==> config.mk <==
export PLATFORM = sky130hd
export DESIGN_NAME = pipeline_hazard_controller
export DESIGN_NICKNAME = d
export VERILOG_FILES = /design/src/rtl/pipeline_hazard_controller.sv
export SDC_FILE = /design/constraint.sdc
export NUM_CORES = 1
export LEC_CHECK = 0
export CAP_MARGIN = 20
export CELL_PAD_IN_SITES_DETAIL_PLACEMENT = 1
export CELL_PAD_IN_SITES_GLOBAL_PLACEMENT = 1
export CORE_MARGIN = 10
export CORE_UTILIZATION = 23
export DETAILED_ROUTE_END_ITERATION = 8
export PLACE_DENSITY = 0.83
export SETUP_SLACK_MARGIN = 0.1
export SLEW_MARGIN = 40
export SYNTH_ARGS = -nofsm -noshare
export SYNTH_HDL_FRONTEND = slang
export SYNTH_SLANG_ARGS = --single-unit
==> constraint.sdc <==
create_clock -name clk -period 1.51 [get_ports clk]
set_clock_uncertainty 0.15 [all_clocks]
set_input_delay 0.302 -clock clk [delete_from_list [all_inputs] [get_ports clk]]
set_output_delay 0.302 -clock clk [all_outputs]
set_load 0.02 [all_outputs]
==> src/rtl/pipeline_hazard_controller.sv <==
// Pipeline sequencing controller: load-use stalls, taken-branch flushes and the
// multiply/divide start/wait handshake. Define STALL_PERF_EN to build the stall counter.
module pipeline_hazard_controller #(
  parameter int MD_TIMEOUT = 32
) (
  input  logic        clk,
  input  logic        rst,
  input  logic [3:0]  id_op1,
  input  logic [3:0]  id_op2,
  input  logic        id_uses_op1,
  input  logic        id_uses_op2,
  input  logic        id_is_muldiv,
  input  logic        ex_mem_read,
  input  logic [3:0]  ex_dest,
  input  logic        branch_taken,
  input  logic        md_done,
  output logic        md_start,
  output logic        pc_write,
  output logic        if_id_write,
  output logic        if_id_flush,
  output logic        id_ex_flush,
  output logic        md_error,
  output logic [15:0] stall_cycles
);

  typedef enum logic [1:0] {
    RUN,
    MD_BUSY,
    MD_RELEASE
  } state_t;

  localparam logic [5:0] CNT_LAST = 6'(MD_TIMEOUT - 1);

  state_t     state;
  state_t     state_next;
  logic [5:0] md_count;
  logic       lu_hazard;
  logic       md_timeout_hit;

  // Register 0 is hardwired, so a load targeting it can never feed a consumer.
  assign lu_hazard = ex_mem_read && (ex_dest != 4'd0) &&
                     ((id_uses_op1 && (id_op1 == ex_dest)) ||
                      (id_uses_op2 && (id_op2 == ex_dest)));

  assign md_timeout_hit = (state == MD_BUSY) && !md_done && (md_count == CNT_LAST);

  // NOTE: every output gets a default at the top of the block so no path leaves
  // a signal unassigned; a missing default here would infer a latch.
  always_comb begin
    pc_write    = 1'b1;
    if_id_write = 1'b1;
    if_id_flush = 1'b0;
    id_ex_flush = 1'b0;
    md_start    = 1'b0;
    state_next  = state;

    if (rst) begin
      pc_write    = 1'b0;
      if_id_write = 1'b0;
      if_id_flush = 1'b1;
      id_ex_flush = 1'b1;
      state_next  = RUN;
    end else begin
      unique case (state)
        RUN: begin
          if (branch_taken) begin
            if_id_flush = 1'b1;
            id_ex_flush = 1'b1;
          end else if (lu_hazard) begin
            pc_write    = 1'b0;
            if_id_write = 1'b0;
            id_ex_flush = 1'b1;
          end else if (id_is_muldiv) begin
            md_start    = 1'b1;
            pc_write    = 1'b0;
            if_id_write = 1'b0;
            id_ex_flush = 1'b1;
            state_next  = MD_BUSY;
          end
        end
        MD_BUSY: begin
          // EX only holds bubbles here, so a branch resolution cannot occur.
          pc_write    = 1'b0;
          if_id_write = 1'b0;
          id_ex_flush = 1'b1;
          if (md_done || md_timeout_hit) begin
            state_next = MD_RELEASE;
          end
        end
        MD_RELEASE: begin
          // The held mul/div advances without being re-decoded, so no restart.
          state_next = RUN;
        end
        default: begin
          state_next = RUN;
        end
      endcase
    end
  end

  // NOTE: sequential state uses non-blocking assignments so every register
  // samples the pre-edge values regardless of statement order.
  always_ff @(posedge clk) begin
    if (rst) begin
      state    <= RUN;
      md_count <= 6'd0;
      md_error <= 1'b0;
    end else begin
      state <= state_next;
      if (md_start) begin
        md_count <= 6'd0;
      end else if (state == MD_BUSY) begin
        md_count <= md_count + 6'd1;
      end
      if (md_timeout_hit) begin
        md_error <= 1'b1;
      end
    end
  end

`ifdef STALL_PERF_EN
  always_ff @(posedge clk) begin
    if (rst) begin
      stall_cycles <= 16'd0;
    end else if (!pc_write && (stall_cycles != 16'hFFFF)) begin
      stall_cycles <= stall_cycles + 16'd1;
    end
  end
`else
  assign stall_cycles = 16'd0;
`endif

endmodule

* Word level (Yosys, flattened, before mapping)
Index checks and enable logic that the tools add are counted.
** Word-level totals
- Bits in registers :: 9
- Bits of input ports :: 20
- Word-level logic and storage cells :: 47
- Output and inout port bits :: 22
** Cells by class
- Equality and inequality tests :: 8
- Reductions and logical operators :: 13
- Muxes and demuxes :: 22
- Add/subtract/negate cells :: 1
** Operators by type and width (count)
- $mux 1 :: 15
- $eq 4x4->1 :: 2
- $mux 2 :: 4
- $ne 2x2->1 const B :: 4
- $add 6x1->6 const B :: 1
- $eq 6x5->1 const B :: 1
- $logic_and 1x1->1 :: 6
- $pmux 1 s2 :: 2
- $pmux 2 s2 :: 1
- $reduce_and 4->1 :: 1
- $reduce_bool 4->1 :: 1
- $eq 2x1->1 const B :: 1
- $logic_not 2->1 :: 1
- $logic_or 1x1->1 :: 2
- $reduce_or 2->1 :: 1
- $logic_not 1->1 :: 1

* Depth between registers and ports, before layout
Gate-level depths: netlist of run 1.
- Depth after elaboration :: 9
- Mapped depth :: 6
- Mapped depth without buffers :: 5

* Least setup slack after synthesis of run 1
OpenSTA, ideal clock, no wires.
- Path kind :: input port to output port
- Start :: input ex_dest[0]
- End :: output pc_write
- Stages on the path :: 5
- Setup slack :: -0.476 ns
- Data arrival time :: 1.534 ns
- Required time :: 1.058 ns
- Buffers on the path :: 1
- Path through :: o41a_1 > nand4_1 > nand3_1 > a21oi_1 > buf_4
** Between the ends
- Longest elaborated chain between the ends :: 8
- Elaborated cells on any way between the ends :: 12
- Those cells by class :: eq/ne (2); mux (4); reduce/logical (6)
** Ends and longest elaborated chain
- start: declaration :: line 14 : input logic [3:0] ex_dest,
- $eq 4x4->1 (on tied branches) :: line 42, 43
- $logic_and 1x1->1 (on tied branches) :: line 42, 43
- $logic_or 1x1->1 :: line 42 : ((id_uses_op1 && (id_op1 == ex_dest)) ||
- $logic_and 1x1->1 (*) :: line 41 : assign lu_hazard = ex_mem_read && (ex_dest != 4'd0) &&
- $mux 1 (*) (2 in a row)
- $pmux 1 s2 (*)
- $mux 1 (*)
- end: declaration :: line 18 : output logic pc_write,
Every way passes the cells marked *; elsewhere a longest branch is shown, timed or not.

* Final worst setup path of run 1
- Start :: input ex_dest[1]
- End :: output id_ex_flush
** Between the ends
- Longest elaborated chain between the ends :: 8
- Elaborated cells on any way between the ends :: 12
- Those cells by class :: eq/ne (2); mux (4); reduce/logical (6)
** Ends and longest elaborated chain
- $eq 4x4->1 (on tied branches) :: line 42, 43
- $logic_and 1x1->1 (on tied branches) :: line 42, 43
- $logic_or 1x1->1 :: line 42
- $logic_and 1x1->1 (*) :: line 41
- $mux 1 (*) :: line 69 : end else if (lu_hazard) begin
- $mux 1 (*) :: line 66 : if (branch_taken) begin
- $pmux 1 s2 (*) :: line 64 : unique case (state)
- $mux 1 (*) :: line 57 : if (rst) begin
- end: declaration :: line 21 : output logic id_ex_flush,
Marked as above.

==> flow_metrics.py, run 1 <==
metrics = {
    "power_and_ir_drop": {
        "clkPwrFrac_pct": 27.8,
        "p_seq_share_pct": 35.6,
        "peakVddDrop_mv": 0.382,
        "power_leakage_nw": 0.473,
        "p_per_area_mw_per_mm2": 584,
        "combinationalPowerShare_pct": 36.6,
        "p_int_mw": 0.460,
        "p_sw_share_pct": 33.6,
        "p_sw_mw": 0.233,
    },
    "outcome": {
        "violations": "negative setup slack",
        "status": "complete, but fails checks",
    },
    "critical_path": {
        "critical-path-top-cell-by-count": "buf_6",
        "startpoint_type": "input pin",
        "cp_top_family": "compound AO/OA/AOI/OAI gates",
        "reg2reg_from": "state[0]",
        "worstPathRequired_ps": 1060,
        "crit_cells": 6,
        "cp-end-kind": "output port",
        "regToRegEndpoint": "md_count[3]",
        "path_cells": "buf_6, o41a_1, nand4_1, nand3_2, o32a_1, buf_6",
        "worst-setup-path-type": "in -> out",
        "crit_arrival_ps": 1510,
        "cp_slowest_stage_delay_ps": 440,
        "path_buf_inv": 2,
        "cp_max_fo": 2,
        "slowest_stage": "o41a_1",
        "reg2reg_slack_ps": 30,
        "worst_r2r_path_depth": 6,
    },
    "clocking": {
        "clockBufferDepth": 2,
        "postCtsHoldBufs": 0,
        "htree_levels": 1,
        "clock_latency_ps": 260,
        "clk_pin_slew_ps": 60,
        "tritoncts.num_buffers": 3,
        "cts_tree": "yes",
        "cts.sinks": 9,
        "cts_root_buffer": "clkbuf_4",
    },
    "logic_synthesis": {
        "synth_edf_count": 0,
        "syn-instance-count": 85,
        "synth.top_cells.by_count": "17 x buf_4, 9 x dfxtp_1, 9 x xor2_1",
        "syn_area_per_cell_um2": 8.42,
        "yosys_warnings": 0,
        "ys_seq_elements": 9,
        "synth.top_cells.by_area": "dfxtp_1 25%, buf_4 18%, xor2_1 11%",
        "postSynth.asyncResetShare_pct": 0,
        "syn_area_um2": 716,
        "synth_most_common_cell": "buf_4",
        "synth_top_area_share_pct": 25.2,
        "yosys_most_used_dff": "dfxtp_1",
        "yosysTopAreaCell": "dfxtp_1",
        "synth_cell_type_count": 26,
        "yosysSeqAreaShare_pct": 25.2,
    },
    "place": {
        "pre_cts_ws_ps": -1270,
        "numPortBuffers": 25,
        "dp_hpwl_um": 2100,
        "gp_congestion": 0.789,
        "placed_cell_area_mm2": 0.00103,
    },
    "layout": {
        "drive_gt1_share_pct": 48.4,
        "utilization_pct": 39.2,
        "syn2layout_area_growth_pct": 65.9,
        "final-seq-area_um2": 190,
        "n_fill_cell": 364,
        "num_antenna_cells": 0,
        "stdcell_area_mm2": 0.00119,
        "multi_input_area_um2": 553,
        "final_nets": 146,
    },
    "global_route": {
        "overflow": 0,
        "antenna_found_initial": 0,
        "grt_max_degree": 9,
        "grt_use_total_pct": 9.40,
        "first_global_vias": 778,
        "grt_pass1_wl_um": 4000,
    },
    "routing": {
        "drt-initial-drc-count": 8,
        "met1_length_um": 909,
        "drtAntennaViolNets": 0,
        "routed.top_layer": "met4",
        "wl_met2_um": 1510,
        "drc": 0,
        "num_vias": 685,
        "post_drt_wl_per_cell_um": 15.6,
        "wirelength_um": 2620,
        "met3_length_um": 138,
        "vias_per_cell": 4.08,
        "firstDrtPassIters": 4,
    },
    "die": {
        "core_area_mm2": 0.00303,
        "io_pins": 42,
        "die-area_mm2": 0.00574,
        "start_util_pct": 23.6,
        "die_h_um": 75.8,
        "die_w_um": 75.8,
        "row_count": 20,
    },
    "hold_path": {
        "worstHoldPathType": "reg -> reg",
        "hold_start": "md_error",
        "hold_path_end": "md_error",
        "min_path_cells": 2,
    },
    "sta": {
        "clock.fmax_mhz": 509,
        "whs_ps": 329,
        "rsz0062_at_grt": "yes",
        "setup_viol": 6,
        "slew_violations": 0,
        "fin_crit_ps": 1970,
        "timing.final.ws_setup_ps": -455,
        "fin_crit_sh_pct": 130,
        "final_hold_viol_count": 0,
        "fin_setup_tns_ps": -1860,
    },
    "job": {
        "drv_cap": 0,
    },
}
## placed cells by master (no fill, tap or decap), types with 3 or more instances in the layout
cell,count
buf_2,5
conb_1,16
dfxtp_1,3
nand2_1,4
nand4_1,4
clkdlybuf4s50_1,4
buf_4,9
buf_6,13
nor2_1,4
clkbuf_4,3
xnor2_1,4
xor2_1,6
xor2_2,3
nor3_2,8
dfxtp_2,5
dlygate4sd2_1,7
## worst min-delay path: stages, from the launching register on
cell and delay, ps:
dfxtp_1 330, a21oi_1 40, nor2_1 70
## cells by family (layout without fill, tap and decap cells)
logic type / count (synthesis) / count (layout) / share of synthesized area (%)
buffers and inverters: 22 / 46 / 21.5
AND/OR/NAND/NOR: 32 / 32 / 27.6
multiplexers: 1 / 1 / 1.40
other: 1 / 16 / 0.524
AO/OA/AOI/OAI: 6 / 6 / 6.12
XOR/XNOR: 13 / 13 / 15.9
flip-flops: 9 / 9 / 25.2
adder cells (fa/ha/maj): 1 / 1 / 1.75
## stage by stage
| stage | power (mW) | std cells |
|---|---|---|
| 3_3_place_gp | 0.468 | 160 |
| 3_5_place_dp | 0.477 | 160 |
| 6_report | 0.693 | 168 |
| 2_1_floorplan | 0.405 | 100 |
| 5_1_grt | 0.731 | 168 |
| 4_1_cts | 0.673 | 165 |
## layout make-up
cell class,count,area share (%)
Multi-Input combinational cell,69,46.6
Timing Repair Buffer,40,29.9
Sequential cell,9,16.0
Tap cell,44,4.64
Clock buffer,4,2.21
Inverter,2,0.632
## flip-flops by register name, summed over array words and instances, names as in the netlist
| signal | count |
|---|---|
| md_error | 1 |
| state | 2 |
| md_count | 6 |
## how the worst max path moves through the flow
| stage | to | slack [ps] | startpoint |
|---|---|---|---|
| 5_1_grt | md_start | -530 | id_op2[2] |
| 4_1_cts | id_ex_flush | -500 | ex_dest[0] |
| 6_report | id_ex_flush | -460 | ex_dest[1] |
| 2_1_floorplan | pc_write | -260 | ex_dest[0] |
| 3_3_place_gp | id_ex_flush | -1210 | ex_dest[0] |
| 3_5_place_dp | id_ex_flush | -1270 | ex_dest[0] |
## power by group through the flow
| stage | sequential [mW] | combinational (mW) | clock [mW] |
|---|---|---|---|
| after global placement | 0.250 | 0.218 | 0 |
| after global routing | 0.247 | 0.272 | 0.212 |
| final | 0.247 | 0.253 | 0.193 |
| after detailed placement | 0.251 | 0.226 | 0 |
| after CTS | 0.246 | 0.231 | 0.197 |
| after floorplan | 0.251 | 0.154 | 0 |
## routing by layer
metal | up-vias | track usage, %
met5 | - | 0
met4 | 0 | 4.33
met3 | 6 | 1.43
met2 | 22 | 18.1
met1 | 329 | 9.61
li1 | 328 | -
## repair_timing
action                     CTS  global route
cloned                       0             0
pin swaps                   18            12
setup endpoints to repair   15            15
gates resized for setup     80            23
setup buffers                2             3
No activity file was read; power rests on OpenSTA's default activity.
==> run 2, diff against run 1 <==
Settings changed: CORE_UTILIZATION 23 to 27, PLACE_DENSITY 0.83 to 0.91.
Clock period 1.51 ns to 2.3 ns, I/O delays scaled along.
==> run 2 against run 1 <==
- the flow still finishes with violations (negative setup slack)
- utilization is 3.5 points higher
- cell area decreased by 10%
- global-route usage shrank 0.33 points
- sequential share of layout area rose by 0.85 points
- clock power is 32% lower
- largest power group is now sequential cells
- highest routed layer unchanged
==> flow_metrics.py, run 2 (same netlist as run 1, synthesis figures left out) <==
metrics = {
    "place": {
        "placed_cell_area_um2": 970,
        "dp_hpwl_um": 1860,
        "numPortBuffers": 25,
        "gp_congestion": 0.765,
        "dpl.cell_count": 142,
    },
    "global_route": {
        "grt_pass1_wl_um": 3720,
        "overflow": 0,
        "first_global_vias": 767,
        "grt_use_total_pct": 9.07,
        "grt_max_degree": 10,
        "antenna_found_initial": 0,
    },
    "power_and_ir_drop": {
        "power_leakage_nw": 0.457,
        "p_per_area_mw_per_mm2": 419,
        "peakVddDrop_mv": 0.278,
    },
    "critical_path": {
        "crit_arrival_ps": 1730,
        "cp_top_family": "compound AO/OA/AOI/OAI gates",
        "slowest_stage": "o41a_1",
        "reg2reg_slack_ps": 690,
        "cp_max_fo": 3,
        "path_buf_inv": 2,
        "cp_slowest_stage_delay_ps": 430,
        "reg2reg_from": "state[0]",
        "startpoint": "ex_dest[0]",
        "worstPathRequired_ps": 1690,
        "worst-setup-path-type": "in -> out",
        "startpoint_type": "input pin",
        "path_cells": "buf_8, o41a_1, nand4_1, nand3_2, o32a_1, buf_6",
        "cp-end-kind": "output port",
    },
    "layout": {
        "layout_commonest_cell": "conb_1",
        "syn2layout_area_growth_pct": 49.3,
        "top_regs": "md_count x6, state x2, md_error x1",
        "n_fill_cell": 292,
        "largest_register": "md_count",
        "final_nets": 143,
        "num_antenna_cells": 0,
        "final_cells": 151,
        "drive_gt1_share_pct": 33.9,
        "largest_reg_flops": 6,
        "multi_input_area_um2": 480,
        "final-seq-area_um2": 180,
        "stdcell_area_mm2": 0.00107,
        "final_cell_mix": "16 x conb_1, 11 x buf_4, 9 x dfxtp_1",
    },
    "routing": {
        "wirelength_um": 2370,
        "drc": 0,
        "drtAntennaViolNets": 0,
        "post_drt_wl_per_cell_um": 15.7,
        "drt-initial-drc-count": 10,
        "vias_per_cell": 4.34,
        "firstDrtPassIters": 3,
        "num_vias": 656,
    },
    "outcome": {
        "status": "complete, but fails checks",
        "violations": "negative setup slack",
    },
    "die": {
        "row_count": 18,
        "die-area_mm2": 0.00511,
        "core_area_mm2": 0.00250,
        "start_util_pct": 28.6,
        "io_pins": 42,
        "die_h_um": 71.5,
        "die_w_um": 71.5,
    },
    "sta": {
        "slew_violations": 0,
        "setup_viol": 2,
        "timing.final.ws_setup_ps": -42.7,
        "final_hold_viol_count": 0,
        "fin_crit_sh_pct": 102,
        "rsz0062_at_grt": "yes",
        "whs_ps": 329,
        "fin_crit_ps": 2340,
        "clock.fmax_mhz": 427,
    },
    "clocking": {
        "cts_root_buffer": "clkbuf_4",
        "cts.sinks": 9,
        "tritoncts.num_buffers": 3,
        "clk_pin_slew_ps": 70,
        "clock_latency_ps": 280,
        "clockBufferDepth": 2,
        "cts_tree": "yes",
        "htree_levels": 1,
    },
    "hold_path": {
        "hold_start": "md_error",
        "worstHoldPathType": "reg -> reg",
    },
    "job": {
        "drv_cap": 0,
    },
}
run 2: cell types whose count changed in the layout (fill, tap and decap cells not counted), moves of 3 or more:
cell,delta
clkdlybuf4s50_1,+3
dfxtp_2,-5
dfxtp_1,+6
buf_6,-7
dlygate4sd2_1,-3
run 2: per-stage QoR:
| stage | setup TNS, ps | power [mW] | setup slack (ps) | utilization [%] |
|---|---|---|---|---|
| floorplan | 0 | 0.261 | 128 | - |
| global placement | -3100 | 0.300 | -763 | 38.8 |
| detailed placement | -3260 | 0.304 | -805 | 38.8 |
| CTS | -75.8 | 0.443 | -75.8 | 41.1 |
| global route | -199 | 0.466 | -93.6 | 42.7 |
| finish | -62.3 | 0.447 | -42.7 | 42.7 |
run 2: worst register-to-register path: stages, from the launching register on:
cell	delay, ps
dfxtp_1	360
buf_4	140
nor2b_1	270
buf_4	200
nand4_1	120
xor2_1	210
nor3_2	50
run 2: area by class of cell:
class,count,share of cell area (%)
clock inverters,1,0.468
multi-input cells,69,45.0
repair buffers,37,31.4
inverters,2,0.703
flip-flops and latches,9,16.9
clock buffers,3,2.11
well taps,30,3.51
run 2: routing by layer:
| metal | vias to the layer above | GRT usage, % | part of all wire (%) |
|---|---|---|---|
| li1 | 324 | - | - |
| met1 | 314 | 8.34 | 36 |
| met2 | 16 | 17.4 | 57 |
| met3 | 2 | 3.72 | 5.4 |
| met4 | 0 | 3.23 | 0.84 |
| met5 | - | 0 | 0 |
run 2: final timing paths:
| kind | end | depth (start not counted) |
|---|---|---|
| worst min-delay path | md_error | 2 |
| worst max-delay path | id_ex_flush | 6 |
| worst min register to register | md_error | 2 |
| worst max register to register | md_count[3] | 6 |
run 2: timing repair:
item,in CTS,in global routing
gates resized for setup,70,8
pin swaps,15,8
buffers inserted,3,2
hold endpoints to repair,0,0
gates cloned,0,0
hold buffers,0,0
endpoints found under the setup margin,5,4
run 2: where the power goes:
part / internal (mW) / leakage [nW] / switching [mW]
clock: 0.0647 / 0.0177 / 0.0669
combinational: 0.0714 / 0.366 / 0.0830
sequential: 0.159 / 0.0728 / 0.00276
total: 0.295 / 0.457 / 0.153
